File: config.mk
export PLATFORM = sky130hd
export DESIGN_NAME = reg_write_arbiter
export DESIGN_NICKNAME = d
export VERILOG_FILES = /design/src/rtl/reg_write_arbiter.sv
export SDC_FILE = /design/constraint.sdc
export NUM_CORES = 1
export LEC_CHECK = 0
export CELL_PAD_IN_SITES_DETAIL_PLACEMENT = 1
export CELL_PAD_IN_SITES_GLOBAL_PLACEMENT = 2
export CORE_MARGIN = 10
export CORE_UTILIZATION = 30
export CTS_CLUSTER_DIAMETER = 100
export DETAILED_ROUTE_END_ITERATION = 10
export PLACE_DENSITY_LB_ADDON = 0.1
export SLEW_MARGIN = 30
export SYNTH_ARGS = -nofsm -noshare
export SYNTH_HDL_FRONTEND = slang
export SYNTH_SLANG_ARGS = --single-unit
export TNS_END_PERCENT = 50
File: constraint.sdc
create_clock -name clock -period 6.6 [get_ports clock]
set_input_delay 0.99 -clock clock [delete_from_list [all_inputs] [get_ports clock]]
set_output_delay 0.99 -clock clock [all_outputs]
set_load 0.03 [all_outputs]
File: src/rtl/reg_write_arbiter.sv
// Shares the reg_file write port between writeback and a buffered multicycle unit.
// Optional writeback-stall starvation guard: define REG_ARB_STARVE_GUARD_EN.
module reg_write_arbiter #(
  parameter int DEPTH        = 4,
  parameter int STARVE_LIMIT = 8
) (
  input  logic                     clock,
  input  logic                     reset_n,
  input  logic                     wb_write,
  input  logic [4:0]               wb_reg_id,
  input  logic [31:0]              wb_val,
  input  logic                     mc_valid,
  input  logic [4:0]               mc_reg_id,
  input  logic [31:0]              mc_val,
  output logic                     mc_ready,
  output logic                     rf_write,
  output logic [4:0]               rf_reg_id,
  output logic [31:0]              rf_val,
  input  logic [4:0]               query_id_1,
  input  logic [4:0]               query_id_2,
  output logic                     pending_1,
  output logic                     pending_2,
  output logic [$clog2(DEPTH):0]   fifo_count,
  output logic                     stall_wb
);
  localparam int AW = $clog2(DEPTH);
  localparam logic [AW:0] FULL = (AW+1)'(DEPTH);

  typedef struct packed {
    logic        vld;
    logic [4:0]  id;
    logic [31:0] val;
  } ent_t;

  ent_t [DEPTH-1:0] fifo;
  logic [AW-1:0]    rd_ptr, wr_ptr;
  logic [AW:0]      cnt;
  logic [DEPTH-1:0] squash, hit_1, hit_2;
  logic             empty, wb_req, mc_acc, pop, push, bypass;
  ent_t             head;

  assign fifo_count = cnt;
  assign empty      = (cnt == '0);
  assign head       = fifo[rd_ptr];
  assign mc_ready   = reset_n && (cnt < FULL);
  assign mc_acc     = mc_valid && mc_ready;
  assign wb_req     = wb_write && (wb_reg_id != 5'd0) && !stall_wb;
  assign push       = mc_acc && (mc_reg_id != 5'd0) && !bypass;

  // Per-entry compare: WAW squash against the winning writeback, RAW lookups for decode.
  for (genvar i = 0; i < DEPTH; i++) begin : g_ent
    assign squash[i] = wb_req && fifo[i].vld && (fifo[i].id == wb_reg_id);
    assign hit_1[i]  = fifo[i].vld && (fifo[i].id == query_id_1);
    assign hit_2[i]  = fifo[i].vld && (fifo[i].id == query_id_2);
  end

  assign pending_1 = (|hit_1) && (query_id_1 != 5'd0);
  assign pending_2 = (|hit_2) && (query_id_2 != 5'd0);

  always_comb begin
    rf_write  = 1'b0;
    rf_reg_id = '0;
    rf_val    = '0;
    pop       = 1'b0;
    bypass    = 1'b0;
    if (reset_n) begin
      if (wb_req) begin
        rf_write  = 1'b1;
        rf_reg_id = wb_reg_id;
        rf_val    = wb_val;
      end else if (!empty) begin
        // A squashed head still retires, just without touching the reg_file.
        pop       = 1'b1;
        rf_write  = head.vld;
        rf_reg_id = head.id;
        rf_val    = head.val;
      end else if (mc_acc && (mc_reg_id != 5'd0)) begin
        bypass    = 1'b1;
        rf_write  = 1'b1;
        rf_reg_id = mc_reg_id;
        rf_val    = mc_val;
      end
    end
  end

  always_ff @(posedge clock) begin
    if (!reset_n) begin
      fifo   <= '0;
      rd_ptr <= '0;
      wr_ptr <= '0;
      cnt    <= '0;
    end else begin
      for (int i = 0; i < DEPTH; i++)
        if (squash[i]) fifo[i].vld <= 1'b0;
      if (pop) begin
        fifo[rd_ptr].vld <= 1'b0;
        rd_ptr           <= rd_ptr + 1'b1;
      end
      // Push lands after the squash so a same-edge entry for the same reg survives.
      if (push) begin
        fifo[wr_ptr] <= '{vld: 1'b1, id: mc_reg_id, val: mc_val};
        wr_ptr       <= wr_ptr + 1'b1;
      end
      if (push && !pop)      cnt <= cnt + 1'b1;
      else if (pop && !push) cnt <= cnt - 1'b1;
    end
  end

`ifdef REG_ARB_STARVE_GUARD_EN
  localparam int SW = $clog2(STARVE_LIMIT + 1);
  logic [SW-1:0] starve_cnt;

  always_ff @(posedge clock) begin
    if (!reset_n) begin
      starve_cnt <= '0;
      stall_wb   <= 1'b0;
    end else begin
      stall_wb <= 1'b0;
      if (pop || empty) begin
        starve_cnt <= '0;
      end else if (head.vld && wb_req) begin
        if (starve_cnt == SW'(STARVE_LIMIT - 1)) begin
          starve_cnt <= '0;
          stall_wb   <= 1'b1;
        end else begin
          starve_cnt <= starve_cnt + 1'b1;
        end
      end
    end
  end
`else
  wire unused_starve_limit = |STARVE_LIMIT;
  assign stall_wb = 1'b0;
`endif

endmodule
Word level (Yosys, flattened, before mapping)
Index checks and enable logic that the tools add are counted.
{ "classes": {"add_sub_neg": 4, "magnitude_cmp": 5, "n_eq_ne": 12, "n_mux": 39, "reduce_logical": 38} }
{ "op_table": {"columns": ["operator", "count"], "rows": [
  ["152-bit 2-to-1 mux", 3],
  ["152-bit bitwise mux", 2],
  ["38-bit demux with 2-bit select", 2],
  ["32-bit 2-to-1 mux", 4],
  ["38-bit 2-to-1 mux", 3],
  ["38-bit binary-select mux with 2-bit select", 1],
  ["5-bit equality test", 12],
  ["1-bit logical AND", 27],
  ["5-bit 2-to-1 mux", 4],
  ["5-bit nonzero test", 4],
  ["1-bit 2-to-1 mux", 18],
  ["4-bit OR reduction", 2],
  ["2-bit by 3-bit less-than comparator with 1-bit output (second input constant)", 2],
  ["3-bit 2-to-1 mux", 2],
  ["2-bit by 1-bit adder with 2-bit output (second input constant)", 2],
  ["2-bit by 1-bit greater-or-equal comparator with 1-bit output (second input constant)", 2],
  ["3-bit by 1-bit adder with 3-bit output (second input constant)", 1],
  ["1-bit zero test", 3],
  ["3-bit zero test", 1],
  ["3-bit less-than comparator (second input constant)", 1],
  ["3-bit by 1-bit subtractor with 3-bit output (second input constant)", 1],
  ["2-bit nonzero test", 1]
]} }
{ "totals": {"ff_bits": 159, "in_bits": 88, "out_inout_bits": 45, "word_cells": 113} }

Depth between registers and ports, before layout
Gate-level depths: netlist (run 1).
{ "logic_depth": {"ltp_word": 14, "mapped_depth": 12} }

Worst setup path before layout (run 1)
OpenSTA, ideal clock, no wires.
{ "synth_timing": {"path_kind": "input-to-output", "startpoint": "input port reset_n", "endpoint": "output port rf_reg_id[4]", "arrival_ns": 2.854, "required_ns": 5.610, "setup_slack_ns": 2.756, "cell_stages": 6, "path_cell_list": "nor2b_1 o211ai_4 nor2_2 buf_6 a221oi_1 nor3_1"} }
{ "synth_between": {"elab_chain_cells": 7} }
{ "synth_rtl": {"columns": ["item", "line", "rtl"], "rows": [
  ["start: declaration", "8", "input logic reset_n,"],
  ["1-bit logical AND", "45", "assign mc_ready = reset_n && (cnt < FULL);"],
  ["1-bit logical AND", "46", "assign mc_acc = mc_valid && mc_ready;"],
  ["1-bit logical AND", "77", "end else if (mc_acc && (mc_reg_id != 5'd0)) begin"],
  ["5-bit 2-to-1 mux", "77", null],
  ["5-bit 2-to-1 mux", "71", "end else if (!empty) begin"],
  ["5-bit 2-to-1 mux", "67", "if (wb_req) begin"],
  ["5-bit 2-to-1 mux *", "66", "if (reset_n) begin"],
  ["end: declaration", "17", "output logic [4:0] rf_reg_id,"]
]} }
Mark *: on every way between the ends. The rest lies on a longest branch, timed or not.

Worst setup path after layout (run 1)
{ "layout_timing": {"startpoint": "input port wb_reg_id[1]", "endpoint": "output port rf_reg_id[0]"} }
{ "layout_between": {"elab_chain_cells": 4} }
{ "layout_rtl": {"columns": ["item", "line", "rtl"], "rows": [
  ["start: declaration", "10", "input logic [4:0] wb_reg_id,"],
  ["5-bit nonzero test", "47", "assign wb_req = wb_write && (wb_reg_id != 5'd0) && !stall_wb;"],
  ["1-bit logical AND", "47", null],
  ["5-bit 2-to-1 mux", "67", null],
  ["5-bit 2-to-1 mux", "66", null]
]} }
No other way between the ends.

==> flow_metrics.tcl, run 1 <==
set metrics [dict create \
    status "complete, no violations" \
    crit_path_cell_trace "clkdlybuf4s50_1 -> or4_4 -> o21ai_4 -> buf_4 -> o21ai_0 -> nor2_1 -> clkdlybuf4s50_1" \
    holdPathEnd "fifo[97]$_SDFFE_PN0P_" \
    vias 7232 \
    dpl_cell_area_sq_mm 0.00968 \
    hold_start "fifo[97]$_SDFFE_PN0P_" \
    synth.top_cell.area_share_pct 38.7 \
    dp.cells 1395 \
    crit_type "primary input to output pin" \
    arrival_ps 4170 \
    syn_nets 1100 \
    num_rows 60 \
    grt_max_degree 76 \
    grt_pass1_vias 7632 \
    clock_skew_ps 11.0 \
    synth_edf_count 0 \
    core-area_sq_mm 0.0270 \
    cts_tree "yes" \
    viasPerCell 5.07 \
    reg2reg_to "fifo_count[2]$_SDFFE_PN0P_" \
    ys_seq_elements 159 \
    synth_top_area_cell "dfxtp_1" \
    yosys.cell_count.top_type "nand2_1" \
    ys.flop_type "dfxtp_1" \
    tightest_slew_ps 811 \
    netlist_area_sq_mm 0.00822 \
    grtUsageTotal_pct 16.2 \
    dp.final_hpwl_microns 17900 \
    ctsResizeCount 0 \
    cp_common_cell "clkdlybuf4s50_1" \
    reg2reg_from "fifo_count[0]$_SDFFE_PN0P_" \
    power.leakage_nw 3.55 \
    setup_violations 0 \
    path_max_fanout 24 \
    gp_congestion 0.844 \
    ant_nets 0 \
    cts_made_buffers 17 \
    dieWidth_microns 186 \
    design.die.area_sq_mm 0.0344 \
    rrSetupSlack_ps 3240 \
    timing.slew.headroom_pct 45.9 \
    hold_class "flop to flop" \
    clkTransAtPathRegs_ps 60 \
    layout.cells.non_filler 1426 \
    io_pins 133 \
    end_kind "output pin" \
    final_area_sq_mm 0.0103 \
    final.setup.tns_ps 0 \
    final-hold-violation-count 0 \
    slew_viol_final 0 \
    fmax_mhz 194 \
    cts_root_buf "clkbuf_16" \
    worst_path_max_delay_cell "clkdlybuf4s50_1" \
    max_cap_violations 0 \
    finalCritPeriodShare_pct 78.2 \
    cts_buffer_depth 2 \
    drcViolationCount 0 \
    n_antenna_cell 0 \
    numPortBuffers 131 \
    htree_levels 4 \
    ys_types 37 \
    rr_worst_depth 10 \
    critPathBufInv 3 \
    area_delta_synth_final_pct 25.1 \
    netlist_instances 1002 \
    yosysWarnings 0 \
    routed_wl_microns 27200 \
    synthArstFlopShare_pct 0 \
    drtIter0Drc 337 \
    p_total_mw 3.23 \
    antenna_found_initial 0 \
    hold_path_depth 2 \
    utilization_pct 38.1 \
    crit_required_ps 5610 \
    drtPass1Iterations 4 \
    grt_overflow 0 \
    fillers 3159 \
    clock_latency_ps 420 \
    cp_top_family "buffers and inverters" \
    post_synth_most_frequent_cells "nand2_1, o21ai_0, dfxtp_1, clkbuf_1, xor2_1" \
    wire_per_inst_microns 19.1 \
    cts.sinks 159 \
    nets 1171 \
    ir_drop_mv 0.164 \
    drive_gt1_share_pct 9.49 \
    crit_path_max_incr_delay_ps 710 \
    post-cts-setup-buffers 0 \
    synth_area_leaders "dfxtp_1, nand2_1, o21ai_0" \
    seq_area_frac_synth_pct 38.7 \
    min_period_ps 5160 \
    start_util_pct 30.5 \
    syn_avg_cell_area_sq_um 8.20 \
    rsz0062_at_grt "false" \
    cts.hold.buffers_added 0 \
    power_density_mw_per_mm2 314 \
    die_h_microns 186 \
    critPathLaunchType "primary input" \
    grt_pass1_wl_microns 43800 \
]
## cell usage in the layout (no fill, tap or decap), drive strengths merged, types with 5 or more instances in the layout
cell type / instances
nor2: 42
nor4: 8
xor2: 46
nand2: 304
xnor2: 17
buf: 18
nand4: 6
o21ai: 187
a221oi: 37
dfxtp: 159
inv: 11
clkdlybuf4s50: 130
clkbuf: 19
nor3: 5
nand3: 8
mux4: 38
ha: 9
clkinv: 6
## worst reg2reg max path, stage by stage (launching register included)
cell and delay [ps]:
dfxtp_1 420, or3_2 190, buf_4 500, nor2_1 340, a21oi_1 510, ha_1 280
inv_1 60, fa_1 370, xor2_1 180, or3_1 300, a21oi_1 130
## cell type report
class / instances / area, sq um / area share (%)
repair buffers: 148 / 1450 / 14.1
multi-input cells: 736 / 4570 / 44.5
clock buffers: 19 / 443 / 4.31
well taps: 341 / 427 / 4.15
clock inverters: 12 / 161 / 1.57
inverters: 11 / 41.3 / 0.402
flip-flops and latches: 159 / 3190 / 31.0
## worst max-delay path by stage
stage | from | endpoint | slack (ps) | cells after the start
after floorplan | reset_n | rf_reg_id[4] | 2760 | 6
after global placement | wb_reg_id[1] | rf_reg_id[0] | 1360 | 7
after detailed placement | wb_reg_id[1] | rf_reg_id[0] | 1380 | 7
after CTS | wb_reg_id[1] | rf_reg_id[0] | 1370 | 7
after global routing | wb_reg_id[1] | rf_val[27] | 1240 | 7
final | wb_reg_id[1] | rf_reg_id[0] | 1440 | 7
## metrics by stage
stage	hold WS, ps	setup slack [ps]
floorplan	433	2760
global placement	441	1360
detailed placement	451	1380
CTS	460	1370
global route	476	1240
finish	455	1440
## kinds of logic after synthesis
family                     count (synthesis)  synth area share [%]
AOI/OAI and AO/OA                        242                  17.6
muxes                                     39                  10.5
xor gates and xnor gates                  63                  6.71
buffers and inverters                    107                  6.32
and+or+nand+nor                          381                  18.5
other                                      1                0.0456
adders and majority gates                 10                  1.61
DFF                                      159                  38.7
## registers in the layout, indices dropped and copies added (netlist names)
signal	flops
fifo	152
fifo_count	3
rd_ptr	2
wr_ptr	2
## power breakdown
part / switching [mW] / internal [mW]
logic: 0.593 / 0.404
registers: 0.135 / 1.08
clock network: 0.412 / 0.606
## metal layers
layer  track usage (%)  wire [microns]
met2              26.9           13100
met4              4.39             390
met1              21.1           12700
met5                 0               0
met3              2.94            1030
Power figures use the tool's default switching activity.
==> inputs of run 2 (changes only) <==
Settings changed: CORE_UTILIZATION 30 to 29.
Clock period 6.6 ns to 4.6 ns, I/O delays scaled along.
==> flow_metrics.tcl, run 2 (synthesis gave the netlist of run 1 again) <==
set metrics [dict create \
    status "complete, no violations" \
    setup_violations 0 \
    drive_gt1_share_pct 13.8 \
    grt_max_degree 126 \
    arrival_ps 3170 \
    n_antenna_cell 0 \
    io_pins 133 \
    end_kind "output pin" \
    timing.slew.headroom_pct 43.1 \
    crit_path_max_incr_delay_ps 700 \
    clock_latency_ps 430 \
    final_common_cell "nand2_1" \
    dp.cells 1442 \
    dp.final_hpwl_microns 18300 \
    finalCritPeriodShare_pct 83.9 \
    htree_levels 4 \
    critPathLaunchType "primary input" \
    drtPass1Iterations 6 \
    grtUsageTotal_pct 15.6 \
    clkTransAtPathRegs_ps 60 \
    dieWidth_microns 188 \
    antenna_found_initial 0 \
    critPathBufInv 2 \
    area_delta_synth_final_pct 25.4 \
    utilization_pct 37.0 \
    tightest_slew_ps 853 \
    drtIter0Drc 378 \
    ir_drop_mv 0.284 \
    gp_congestion 0.815 \
    slew_viol_final 0 \
    cts_made_buffers 17 \
    grt_pass1_wl_microns 44700 \
    largest_register_ffs 152 \
    die_h_microns 188 \
    drcViolationCount 0 \
    grt_pass1_vias 7739 \
    clock_skew_ps 15.8 \
    crit_path_cell_trace "clkdlybuf4s50_1 -> or4_4 -> o211ai_4 -> nor2_4 -> a21oi_1 -> a21oi_1 -> clkdlybuf4s50_1" \
    max_cap_violations 0 \
    vias 7282 \
    cts.hold.buffers_added 0 \
    routed_wl_microns 27800 \
    cts.sinks 159 \
    viasPerCell 4.94 \
    power.leakage_nw 3.65 \
    start_util_pct 29.5 \
    cts_tree "yes" \
    post-cts-setup-buffers 0 \
    crit_required_ps 3910 \
    cts_root_buf "clkbuf_16" \
    final.setup.tns_ps 0 \
    power_density_mw_per_mm2 445 \
    worst_path_max_delay_cell "clkdlybuf4s50_1" \
    wire_per_inst_microns 18.9 \
    final_cell_mix "nand2_1, o21ai_0, dfxtp_1" \
    path_max_fanout 19 \
    ctsResizeCount 0 \
    nets 1181 \
    fmax_mhz 259 \
    layout.cells.non_filler 1474 \
    ant_nets 0 \
    cts_buffer_depth 2 \
    crit_type "primary input to output pin" \
    hold_class "flop to flop" \
    final-hold-violation-count 0 \
    cp_top_family "buffers and inverters" \
    grt_overflow 0 \
    min_period_ps 3860 \
    core-area_sq_mm 0.0279 \
    design.die.area_sq_mm 0.0355 \
    top_register "fifo" \
    numPortBuffers 131 \
    fillers 3263 \
    num_rows 61 \
    rsz0062_at_grt "false" \
]
run 2: area by class of cell:
cell class	instances	area [sq um]	area share [%]
inverters	11	41.3	0.401
multi-input cells	736	4570	44.4
clock inverters	13	126	1.23
flip-flops and latches	159	3190	30.9
clock buffers	19	443	4.30
well taps	378	473	4.59
repair buffers	158	1460	14.2
run 2: metal layers:
metal / track usage (%) / vias up / part of all wire [%] / wire, microns
met5: 0 / - / 0 / 0
met4: 3.72 / 0 / 0.86 / 238
met3: 2.84 / 18 / 3.9 / 1080
met2: 25.8 / 119 / 47 / 13100
met1: 20.7 / 3555 / 48 / 13400
li1: - / 3590 / - / -
run 2: power by group:
group	switching [mW]	total, mW	internal, mW
clock network	0.632	1.40	0.772
registers	0.173	1.72	1.55
logic	0.880	1.46	0.582
total	1.69	4.59	2.90
run 2: path summary, 6_finish.rpt:
check / to / from / slack, ps / cells past startpoint
hold reg to reg: fifo[80]$_SDFFE_PN0P_ / fifo[80]$_SDFFE_PN0P_ / 460 / 2
setup reg to reg: fifo_count[2]$_SDFFE_PN0P_ / fifo_count[0]$_SDFFE_PN0P_ / 1370 / 11
hold / removal: fifo[80]$_SDFFE_PN0P_ / fifo[80]$_SDFFE_PN0P_ / 460 / 2
setup / recovery: rf_write / mc_reg_id[0] / 740 / 7
run 2: stage by stage:
stage / power [mW] / hold WS [ps] / area (sq um) / setup WS, ps
after global routing: 4.88 / 475 / 10300 / 591
after floorplan: 2.67 / 433 / 8220 / 1360
final: 4.59 / 457 / 10300 / 741
after global placement: 3.23 / 441 / 9730 / 753
after detailed placement: 3.25 / 448 / 9730 / 739
after CTS: 4.67 / 460 / 10300 / 734
run 2: worst reg2reg max path: stages (launching register included):
cell     delay, ps
dfxtp_1        420
or3_2          200
buf_4          510
nor2_1          80
buf_4          200
a21oi_1        410
ha_1           270
inv_1           60
fa_1           370
xor2_1         180
or3_1          300
a21oi_1        140
==> inputs of run 3 (changes only) <==
Settings changed: CORE_UTILIZATION 29 to 30.
Clock period 4.6 ns to 4 ns, I/O delays scaled along.
==> flow_metrics.tcl, run 3 (synthesis gave the netlist of run 1 again) <==
set metrics [dict create \
    timing.slew.headroom_pct 48.7 \
    cp_top_family "buffers and inverters" \
    netSwitchingFraction_pct 37.3 \
    layout.cells.non_filler 1435 \
    max_cap_violations 0 \
    drtPass1Iterations 4 \
    grt_overflow 0 \
    dp.final_hpwl_microns 18100 \
    drcViolationCount 0 \
    status "complete, no violations" \
    power.leakage_nw 3.65 \
    dpl_cell_area_sq_mm 0.00970 \
    grt_pass1_wl_microns 43600 \
    start_util_pct 30.5 \
    final-hold-violation-count 0 \
    top_register "fifo" \
    path_max_fanout 16 \
    ctsResizeCount 0 \
    ant_nets 0 \
    drtIter0Drc 388 \
    post-cts-setup-buffers 0 \
    numPortBuffers 131 \
    holdWs_ps 456 \
    clock_latency_ps 420 \
    cts.hold.buffers_added 0 \
    power_density_mw_per_mm2 512 \
    gp_congestion 0.843 \
    cp_common_cell "buf_4" \
    viasPerCell 5.10 \
    largest_register_ffs 152 \
    cts_tree "yes" \
    rsz0062_at_grt "false" \
    cts.sinks 159 \
    dp.cells 1404 \
    critPathLaunchType "primary input" \
    crit_path_max_incr_delay_ps 630 \
    io_pins 133 \
    tightest_slew_ps 767 \
    area_delta_synth_final_pct 24.9 \
    nets 1180 \
    design.die.area_sq_mm 0.0344 \
    crit_required_ps 3400 \
    crit_type "primary input to output pin" \
    internal_power_mw 3.29 \
    p_comb_share_pct 33.0 \
    p_switching_mw 1.96 \
    final_common_cell "nand2_1" \
    routed_wl_microns 27400 \
    p_clk_share_pct 29.8 \
    cts_root_buf "clkbuf_16" \
    cts_buffer_depth 2 \
    setup_violations 0 \
    ir_drop_mv 0.287 \
    crit_path_cell_trace "clkdlybuf4s50_1 -> or4_4 -> o211ai_4 -> nor2_4 -> buf_4 -> a221oi_1 -> nor2_1 -> buf_4" \
    drive_gt1_share_pct 13.8 \
    clock_skew_ps 12.9 \
    arrival_ps 2920 \
    final.setup.tns_ps 0 \
    num_rows 60 \
    antenna_found_initial 0 \
    min_period_ps 3520 \
    worst_path_max_delay_cell "or4_4" \
    dieWidth_microns 186 \
    end_kind "output pin" \
    die_h_microns 186 \
    n_antenna_cell 0 \
    critPathBufInv 3 \
    final_area_sq_mm 0.0103 \
    slew_viol_final 0 \
    finalCritPeriodShare_pct 88.1 \
    final_cell_mix "nand2_1, o21ai_0, dfxtp_1" \
    fmax_mhz 284 \
    utilization_pct 38.1 \
    hold_class "flop to flop" \
    grtUsageTotal_pct 16.1 \
    vias 7313 \
    clkTransAtPathRegs_ps 60 \
    grt_max_degree 104 \
    cts_made_buffers 17 \
    htree_levels 4 \
    wire_per_inst_microns 19.1 \
    core-area_sq_mm 0.0270 \
    grt_pass1_vias 7712 \
    seqPwrFrac_pct 37.2 \
]
## run 3: changes by cell type in the layout (fill, tap and decap cells not counted)
cell             before  now
buf_12                3    5
buf_4                61   59
clkinv_2              2    0
bufinv_16             1    0
clkbuf_1              1    0
clkdlybuf4s50_1      93   92
clkinv_4              1    2
clkinv_8              0    1
clkinvlp_4            3    2
inv_6                 5    6
inv_8                 1    2
## run 3: worst paths after layout
check	from	to	slack (ps)	depth (start not counted)
setup / recovery	mc_reg_id[2]	rf_val[29]	480	8
hold / removal	fifo[0]$_SDFFE_PN0P_	fifo[0]$_SDFFE_PN0P_	460	2
setup reg to reg	fifo_count[2]$_SDFFE_PN0P_	fifo_count[2]$_SDFFE_PN0P_	700	9
hold reg to reg	fifo[0]$_SDFFE_PN0P_	fifo[0]$_SDFFE_PN0P_	460	2
## run 3: layer usage
metal / GRT usage (%) / routed length, microns / vias to the layer above
met4: 3.71 / 279 / 0
met1: 21.0 / 12900 / 3608
met2: 27.0 / 13300 / 97
met3: 2.96 / 833 / 17
li1: - / - / 3591
met5: 0 / 0 / -
## run 3: stage by stage
step	total power, mW	worst slack (ps)
5_1_grt	5.57	354
6_report	5.25	476
3_5_place_dp	3.76	501
4_1_cts	5.35	495
2_1_floorplan	3.07	936
3_3_place_gp	3.73	528
## run 3: power groups by stage
| stage | registers [mW] | clock network [mW] | logic, mW |
|---|---|---|---|
| after floorplan | 1.95 | 0 | 1.12 |
| after global placement | 1.99 | 0 | 1.74 |
| final | 1.96 | 1.57 | 1.73 |
| after CTS | 1.96 | 1.62 | 1.77 |
| after detailed placement | 1.99 | 0 | 1.77 |
| after global routing | 1.98 | 1.69 | 1.90 |
## run 3: area by class of cell
cell class              count  area [sq um]
clock buffers              18           439
clock inverters            13           124
fillers                  3134         16700
inverters                  11          41.3
multi-input cells         736          4570
flip-flops and latches    159          3190
well taps                 341           427
repair buffers            157          1480
## run 3: worst min-delay path: cells and delay by family, from the launching register on
| family | cells | cell delay (ps) |
|---|---|---|
| and+or+nand+nor | 1 | 50 |
| DFF | 1 | 310 |
| AOI/OAI and AO/OA | 1 | 50 |
